[src/rtl/mem_arb2_if.sv]
// Bus bundle for mem_arb2: both requester ports plus the memory macro pins.
// master = arbiter view, slave = requesters/memory view.
interface mem_arb2_if #(
  parameter int unsigned A_WIDTH = 8,
  parameter int unsigned D_WIDTH = 8
);
  logic               ReqA, ReqB;
  logic               RwA, RwB;
  logic [A_WIDTH-1:0] AddrA, AddrB;
  logic [D_WIDTH-1:0] WDataA, WDataB;
  logic               LockA, LockB;
  logic               GntA, GntB;
  logic               AckA, AckB;
  logic [D_WIDTH-1:0] RData;
  logic [A_WIDTH-1:0] MemAddr;
  logic [D_WIDTH-1:0] MemWData;
  logic [D_WIDTH-1:0] MemRData;
  logic               MemRw;
  logic               MemEn;

  modport master (
    input  ReqA, ReqB, RwA, RwB, AddrA, AddrB, WDataA, WDataB, LockA, LockB, MemRData,
    output GntA, GntB, AckA, AckB, RData, MemAddr, MemWData, MemRw, MemEn
  );

  modport slave (
    output ReqA, ReqB, RwA, RwB, AddrA, AddrB, WDataA, WDataB, LockA, LockB, MemRData,
    input  GntA, GntB, AckA, AckB, RData, MemAddr, MemWData, MemRw, MemEn
  );
endinterface

[src/rtl/mem_arb2.sv]
// Round-robin two-port arbiter in front of a single-port data memory.
// Define ARB_LOCK_EN to honour LockA/LockB (bounded by LOCK_MAX consecutive accesses).
module mem_arb2 #(
  parameter int unsigned A_WIDTH  = 8,
  parameter int unsigned D_WIDTH  = 8,
  parameter int unsigned LOCK_MAX = 4
) (
  input  logic       Clk,
  input  logic       Rst,
  mem_arb2_if.master bus
);

  localparam logic [1:0] IDLE     = 2'd0;
  localparam logic [1:0] ISSUE    = 2'd1;
  localparam logic [1:0] COMPLETE = 2'd2;

  logic [1:0]         r_state;
  logic               r_last_b;  // LastOwner; also the current owner during ISSUE/COMPLETE
  logic               r_gnt_a, r_gnt_b, r_ack_a, r_ack_b;
  logic               r_mem_en, r_mem_rw;
  logic [A_WIDTH-1:0] r_mem_addr;
  logic [D_WIDTH-1:0] r_mem_wdata;
  logic [D_WIDTH-1:0] r_rdata;

  logic w_cand_a, w_cand_b, w_keep, w_win_b, w_go, w_lock_ok;

`ifdef ARB_LOCK_EN
  localparam logic [3:0] LockLast = 4'(LOCK_MAX - 1);
  logic [3:0] r_lock_cnt;
`endif

  always_comb begin
    w_lock_ok = 1'b0;
`ifdef ARB_LOCK_EN
    w_lock_ok = (r_lock_cnt != LockLast) && (r_last_b ? bus.LockB : bus.LockA);
`endif
    w_cand_a = 1'b0;
    w_cand_b = 1'b0;
    w_keep   = 1'b0;
    if (r_state == IDLE) begin
      w_cand_a = bus.ReqA;
      w_cand_b = bus.ReqB;
    end else if (r_state == COMPLETE) begin
      w_cand_a = r_last_b ? bus.ReqA : (bus.ReqA && w_lock_ok);
      w_cand_b = r_last_b ? (bus.ReqB && w_lock_ok) : bus.ReqB;
      w_keep   = w_lock_ok && (r_last_b ? bus.ReqB : bus.ReqA);
    end
    // A locked owner beats round-robin; otherwise a tie goes away from LastOwner.
    w_win_b = w_keep ? r_last_b : (w_cand_b && (!w_cand_a || !r_last_b));
    w_go    = w_cand_a || w_cand_b;
  end

  always_ff @(posedge Clk) begin
    if (Rst) begin
      r_state     <= IDLE;
      r_last_b    <= 1'b1;
      r_gnt_a     <= 1'b0;
      r_gnt_b     <= 1'b0;
      r_ack_a     <= 1'b0;
      r_ack_b     <= 1'b0;
      r_mem_en    <= 1'b0;
      r_mem_rw    <= 1'b0;
      r_mem_addr  <= '0;
      r_mem_wdata <= '0;
      r_rdata     <= '0;
`ifdef ARB_LOCK_EN
      r_lock_cnt  <= '0;
`endif
    end else begin
      r_ack_a <= 1'b0;
      r_ack_b <= 1'b0;
      if (r_state == ISSUE) begin
        r_state  <= COMPLETE;
        r_mem_en <= 1'b0;
        r_ack_a  <= !r_last_b;
        r_ack_b  <= r_last_b;
      end else if (w_go) begin
        r_state     <= ISSUE;
        r_last_b    <= w_win_b;
        r_gnt_a     <= !w_win_b;
        r_gnt_b     <= w_win_b;
        r_mem_en    <= 1'b1;
        r_mem_rw    <= w_win_b ? bus.RwB : bus.RwA;
        r_mem_addr  <= w_win_b ? bus.AddrB : bus.AddrA;
        r_mem_wdata <= w_win_b ? bus.WDataB : bus.WDataA;
`ifdef ARB_LOCK_EN
        r_lock_cnt  <= (r_state == COMPLETE && w_win_b == r_last_b) ? r_lock_cnt + 4'd1 : 4'd0;
`endif
      end else begin
        r_state <= IDLE;
        r_gnt_a <= 1'b0;
        r_gnt_b <= 1'b0;
`ifdef ARB_LOCK_EN
        r_lock_cnt <= '0;
`endif
      end
      if (r_state == COMPLETE && !r_mem_rw) begin
        r_rdata <= bus.MemRData;
      end
    end
  end

  assign bus.GntA     = r_gnt_a;
  assign bus.GntB     = r_gnt_b;
  assign bus.AckA     = r_ack_a;
  assign bus.AckB     = r_ack_b;
  assign bus.MemEn    = r_mem_en;
  assign bus.MemRw    = r_mem_rw;
  assign bus.MemAddr  = r_mem_addr;
  assign bus.MemWData = r_mem_wdata;
  // Memory read data is passed straight through in the Ack cycle, then held.
  assign bus.RData    = (r_state == COMPLETE && !r_mem_rw) ? bus.MemRData : r_rdata;

endmodule

[src/flat_wrapper.sv]
// flat-port wrapper written by rule: the top's interface ports become plain ports
module mem_arb2_flat 
#(
  parameter int unsigned A_WIDTH  = 8,
  parameter int unsigned D_WIDTH  = 8,
  parameter int unsigned LOCK_MAX = 4
)
  (Clk, Rst, bus_ReqA, bus_ReqB, bus_RwA, bus_RwB, bus_AddrA, bus_AddrB, bus_WDataA, bus_WDataB, bus_LockA, bus_LockB, bus_MemRData, bus_GntA, bus_GntB, bus_AckA, bus_AckB, bus_RData, bus_MemAddr, bus_MemWData, bus_MemRw, bus_MemEn);
  mem_arb2_if #(.A_WIDTH(A_WIDTH), .D_WIDTH(D_WIDTH)) bus_i ();
  input  logic Clk;
  input  logic Rst;
  input wire logic [$bits(bus_i.ReqA)-1:0] bus_ReqA;
  input wire logic [$bits(bus_i.ReqB)-1:0] bus_ReqB;
  input wire logic [$bits(bus_i.RwA)-1:0] bus_RwA;
  input wire logic [$bits(bus_i.RwB)-1:0] bus_RwB;
  input wire logic [$bits(bus_i.AddrA)-1:0] bus_AddrA;
  input wire logic [$bits(bus_i.AddrB)-1:0] bus_AddrB;
  input wire logic [$bits(bus_i.WDataA)-1:0] bus_WDataA;
  input wire logic [$bits(bus_i.WDataB)-1:0] bus_WDataB;
  input wire logic [$bits(bus_i.LockA)-1:0] bus_LockA;
  input wire logic [$bits(bus_i.LockB)-1:0] bus_LockB;
  input wire logic [$bits(bus_i.MemRData)-1:0] bus_MemRData;
  output wire logic [$bits(bus_i.GntA)-1:0] bus_GntA;
  output wire logic [$bits(bus_i.GntB)-1:0] bus_GntB;
  output wire logic [$bits(bus_i.AckA)-1:0] bus_AckA;
  output wire logic [$bits(bus_i.AckB)-1:0] bus_AckB;
  output wire logic [$bits(bus_i.RData)-1:0] bus_RData;
  output wire logic [$bits(bus_i.MemAddr)-1:0] bus_MemAddr;
  output wire logic [$bits(bus_i.MemWData)-1:0] bus_MemWData;
  output wire logic [$bits(bus_i.MemRw)-1:0] bus_MemRw;
  output wire logic [$bits(bus_i.MemEn)-1:0] bus_MemEn;
  assign bus_i.ReqA = bus_ReqA;
  assign bus_i.ReqB = bus_ReqB;
  assign bus_i.RwA = bus_RwA;
  assign bus_i.RwB = bus_RwB;
  assign bus_i.AddrA = bus_AddrA;
  assign bus_i.AddrB = bus_AddrB;
  assign bus_i.WDataA = bus_WDataA;
  assign bus_i.WDataB = bus_WDataB;
  assign bus_i.LockA = bus_LockA;
  assign bus_i.LockB = bus_LockB;
  assign bus_i.MemRData = bus_MemRData;
  assign bus_GntA = bus_i.GntA;
  assign bus_GntB = bus_i.GntB;
  assign bus_AckA = bus_i.AckA;
  assign bus_AckB = bus_i.AckB;
  assign bus_RData = bus_i.RData;
  assign bus_MemAddr = bus_i.MemAddr;
  assign bus_MemWData = bus_i.MemWData;
  assign bus_MemRw = bus_i.MemRw;
  assign bus_MemEn = bus_i.MemEn;
  mem_arb2 #(.A_WIDTH(A_WIDTH), .D_WIDTH(D_WIDTH), .LOCK_MAX(LOCK_MAX)) u_core (.Clk(Clk), .Rst(Rst), .bus(bus_i));
endmodule
[config.mk]
export PLATFORM = sky130hd
export DESIGN_NAME = mem_arb2_flat
export DESIGN_NICKNAME = d
export VERILOG_FILES = /design/src/rtl/mem_arb2_if.sv /design/src/rtl/mem_arb2.sv /design/src/flat_wrapper.sv
export SDC_FILE = /design/constraint.sdc
export NUM_CORES = 1
export LEC_CHECK = 0
export ABC_CLOCK_PERIOD_IN_PS = 2000
export CAP_MARGIN = 20
export CORE_MARGIN = 2
export CORE_UTILIZATION = 50
export DETAILED_ROUTE_END_ITERATION = 16
export DONT_BUFFER_PORTS = 1
export PLACE_DENSITY = 0.71
export SLEW_MARGIN = 20
export SYNTH_ARGS = -nofsm -noshare
export SYNTH_HDL_FRONTEND = slang
export SYNTH_SLANG_ARGS = --single-unit
[constraint.sdc]
create_clock -name Clk -period 2 [get_ports Clk]
set_input_delay 0.6 -clock Clk [delete_from_list [all_inputs] [get_ports Clk]]
set_output_delay 0.6 -clock Clk [all_outputs]
set_load 0.1 [all_outputs]
==> impl_results.md <==
* Gpl congestion at 0.7286
* Sequential element share of the synthesized area at 44.44%
* Most common cell after layout, fill and taps aside: dfxtp_1
* Synth Instances at 131
* Clk_skew at 0.003446 ns
* Critical Path RT at 1.40 ns
* Post-Synth Simple-Gate Area at 13.89%
* Compound-cell area share of the yosys netlist at 18.01%
* Synthesis Warnings at 0
* Worst slew margin at 77.51%
* Nets at 206
* Max FO, Critical Path at 8
* Max-cap viol count at 0
* Largest net degree at the start of global routing at 36
* Die Y at 58.53 um
* Xor/xnor share of the synthesized area at 0%
* Final setup vio count at 8
* F_max at 454.5 MHz
* RSZ-0062 raised after global routing: yes
* WP data arrival at 1.60 ns
* DR iter-0 viols at 21
* Slowest Stage Delay on Critical Path at 0.43 ns
* # IOs at 78
* FF+latch count, synth at 33
* Core box area at 2781 um2
* Die Width at 58.53 um
* Num CTS Buffers at 5
* Total length of routed met2 wires at 1436 um
* Setup Crit Path Kind: reg -> out
* Class of the worst hold path: in -> reg
* Most frequent cells in the layout: dfxtp_1, buf_4, nor2_1
* Setup WS post-layout at -0.2002 ns
* N_diodes at 0
* Post-route ant nets at 0
* Hold path depth at 1
* Fin crit share at 110.0%
* Hold Startpoint: Rst
* Area after DPL at 1639 um2
* DR top layer: met4
* Endpoint type of the worst setup path: primary output
* All-layer global routing usage at 18.24%
* CTS max path bufs at 2
* Fillers at 226
* Wire length on met3 at 310 um
* Main combinational cell family by area after synthesis: compound AO/OA/AOI/OAI gates
* Async set or reset register ratio after synthesis at 0%
* Static Leak at 0.8449 nW
* Worst path cell trace: nor3b_4 -> buf_12 -> buf_6 -> mux2_4
* Tmin final at 2.200 ns
* Register-to-Register Path Depth at 5
* Startpoint types: flip-flop
* Post-synthesis to final-layout area growth at 21.72%
* Layout cell share with drive strength beyond 1 at 42.14%
* DRT met1 WL at 1190 um
* Mux contribution to synthesized area at 17.51%
* Slowest CP cell: mux2_4
* Worst reg2reg path endpoint: u_core.r_rdata[4]
* Post-Route WL at 2972 um
* Worst path depth at 4
* Synthesized area at 1486 um2
* Vias in the first global route at 1,080
* GRT overflow at 0
* DR WL/cell at 15.64 um
* Clk slew on worst S/H paths at 0.10 ns
* Min-Delay Endpoint: u_core.bus.MemAddr[4]
* Setup TNS at -1.106 ns
* Endpoints failing hold at 0
* Worst-Margin Slew at 0.3373 ns
* Family with the most delay on the worst path: multiplexers
* Clk sinks at 33
* H-tree depth at 2
* CTS tree: yes
* Number of port buffers at 0
* Rows at 19
* HPWL Detailed at 2082 um
* Root buffer selected by CTS: clkbuf_4
* Routed vias/inst at 5.568
* Adder-Cell Fraction of Synth Area at 0%
* First-pass GRT wire length at 4629 um
* Peak supply drop at 783.0 uV
* Synth Net Count at 179
* Die area at 3425 um2
* DRC violations left at 0
* DR pass1 iterations at 4
* Avg Inst Size Synth at 11.35 um2
* Post-synth top flop: dfxtp_1
* Worst-skew pair later-pin latency at 0.33 ns
* Reg-to-Reg Start: u_core.bus.MemRw
* EDFF count, synth at 0
* Outcome: complete, but fails checks
* PwrDens at 1100 nW/um2
* Number of hold buffers added after cts at 0
* R2r setup slk at 0.43 ns
* CP bufs+invs at 2
* Final Instance Area at 1809 um2
* Slew Viols, Final at 0
* Total number of vias at 1,058
* Yosys cell types at 25
* Failing checks: negative setup slack
* Initial Util at 53.44%
* Initial antenna violation count at 0
==> logic make-up (layout without fill, tap and decap cells) <==
| kind of cell | after synthesis | after routing |
|---|---|---|
| simple gates | 38 | 38 |
| compound gates | 25 | 25 |
| mux | 25 | 25 |
| flops | 33 | 33 |
| buf+inv | 10 | 38 |
==> per-layer routing <==
layer,track usage (%),vias up
met4,6.312,0
met5,0,-
met1,19.36,486
li1,-,517
met3,8.132,5
met2,31.94,50
==> state kept, by name (all words and copies together) (netlist names) <==
register and flops:
u_core.bus.GntB 1, u_core.r_last_b 1, u_core.r_state 2, u_core.bus.GntA 1, u_core.bus.MemAddr 8, u_core.bus.MemWData 8
u_core.bus.MemRw 1, u_core.bus.AckA 1, u_core.r_rdata 8, u_core.bus.AckB 1, u_core.bus.MemEn 1
==> final cells by class <==
cell class	instances	area, um2	area share (%)
inverter	1	3.754	0.2075
sequential	33	663.1	36.65
clock inverter	2	37.54	2.075
timing repair buffer	29	250.2	13.83
tap	31	38.79	2.144
multi-input combinational	88	764.5	42.25
clock buffer	6	51.30	2.835
==> worst max path at each step <==
stage | start | to | slack [ns]
after CTS | u_core.r_state[0] | bus_RData[4] | -0.20
after floorplan | u_core.bus.MemRw | bus_RData[0] | -0.09
after global placement | u_core.r_state[0] | bus_RData[5] | 0.09
after global routing | u_core.bus.MemRw | bus_RData[4] | -0.28
after detailed placement | u_core.r_state[0] | bus_RData[6] | 0.05
final | u_core.bus.MemRw | bus_RData[4] | -0.20
==> cell usage after synthesis, types with 2 or more instances <==
cell / number / area [um2]
dfxtp_1: 33 / 660.6
nor2_1: 19 / 71.32
a211oi_2: 17 / 212.7
mux2i_1: 17 / 170.2
and2b_1: 8 / 60.06
mux2_2: 8 / 90.09
buf_6: 5 / 56.30
a21oi_1: 3 / 15.01
clkbuf_1: 2 / 7.510
nand2_1: 2 / 7.510
nand2b_1: 2 / 12.51
nor2_2: 2 / 12.51
==> timing repair <==
action,in CTS,in global routing
setup buffers,4,0
resized for setup,11,0
pin swaps,1,1
endpoints found under the setup margin,8,8
==> where the power goes <==
| part | leakage (nW) | total, mW | switching [mW] | internal [mW] |
|---|---|---|---|---|
| sequential | 0.273 | 0.738 | 0.0231 | 0.715 |
| clock | 0.0445 | 0.521 | 0.224 | 0.297 |
| combinational | 0.528 | 0.730 | 0.552 | 0.178 |
| total | 0.845 | 1.99 | 0.799 | 1.19 |
==> per-stage QoR <==
step                cells  power (mW)  hold slack [ns]  setup WS, ns  utilization [%]
floorplan             131       1.386           0.4966      -0.09446                -
global placement      178       1.452           0.4372       0.08522            58.93
detailed placement    178       1.467           0.4427       0.04501            58.93
CTS                   190       2.006           0.2975       -0.2034            65.05
global route          190       2.071           0.2772       -0.2787            65.05
finish                190       1.989           0.3222       -0.2002            65.05
Power figures use the tool's default switching activity.
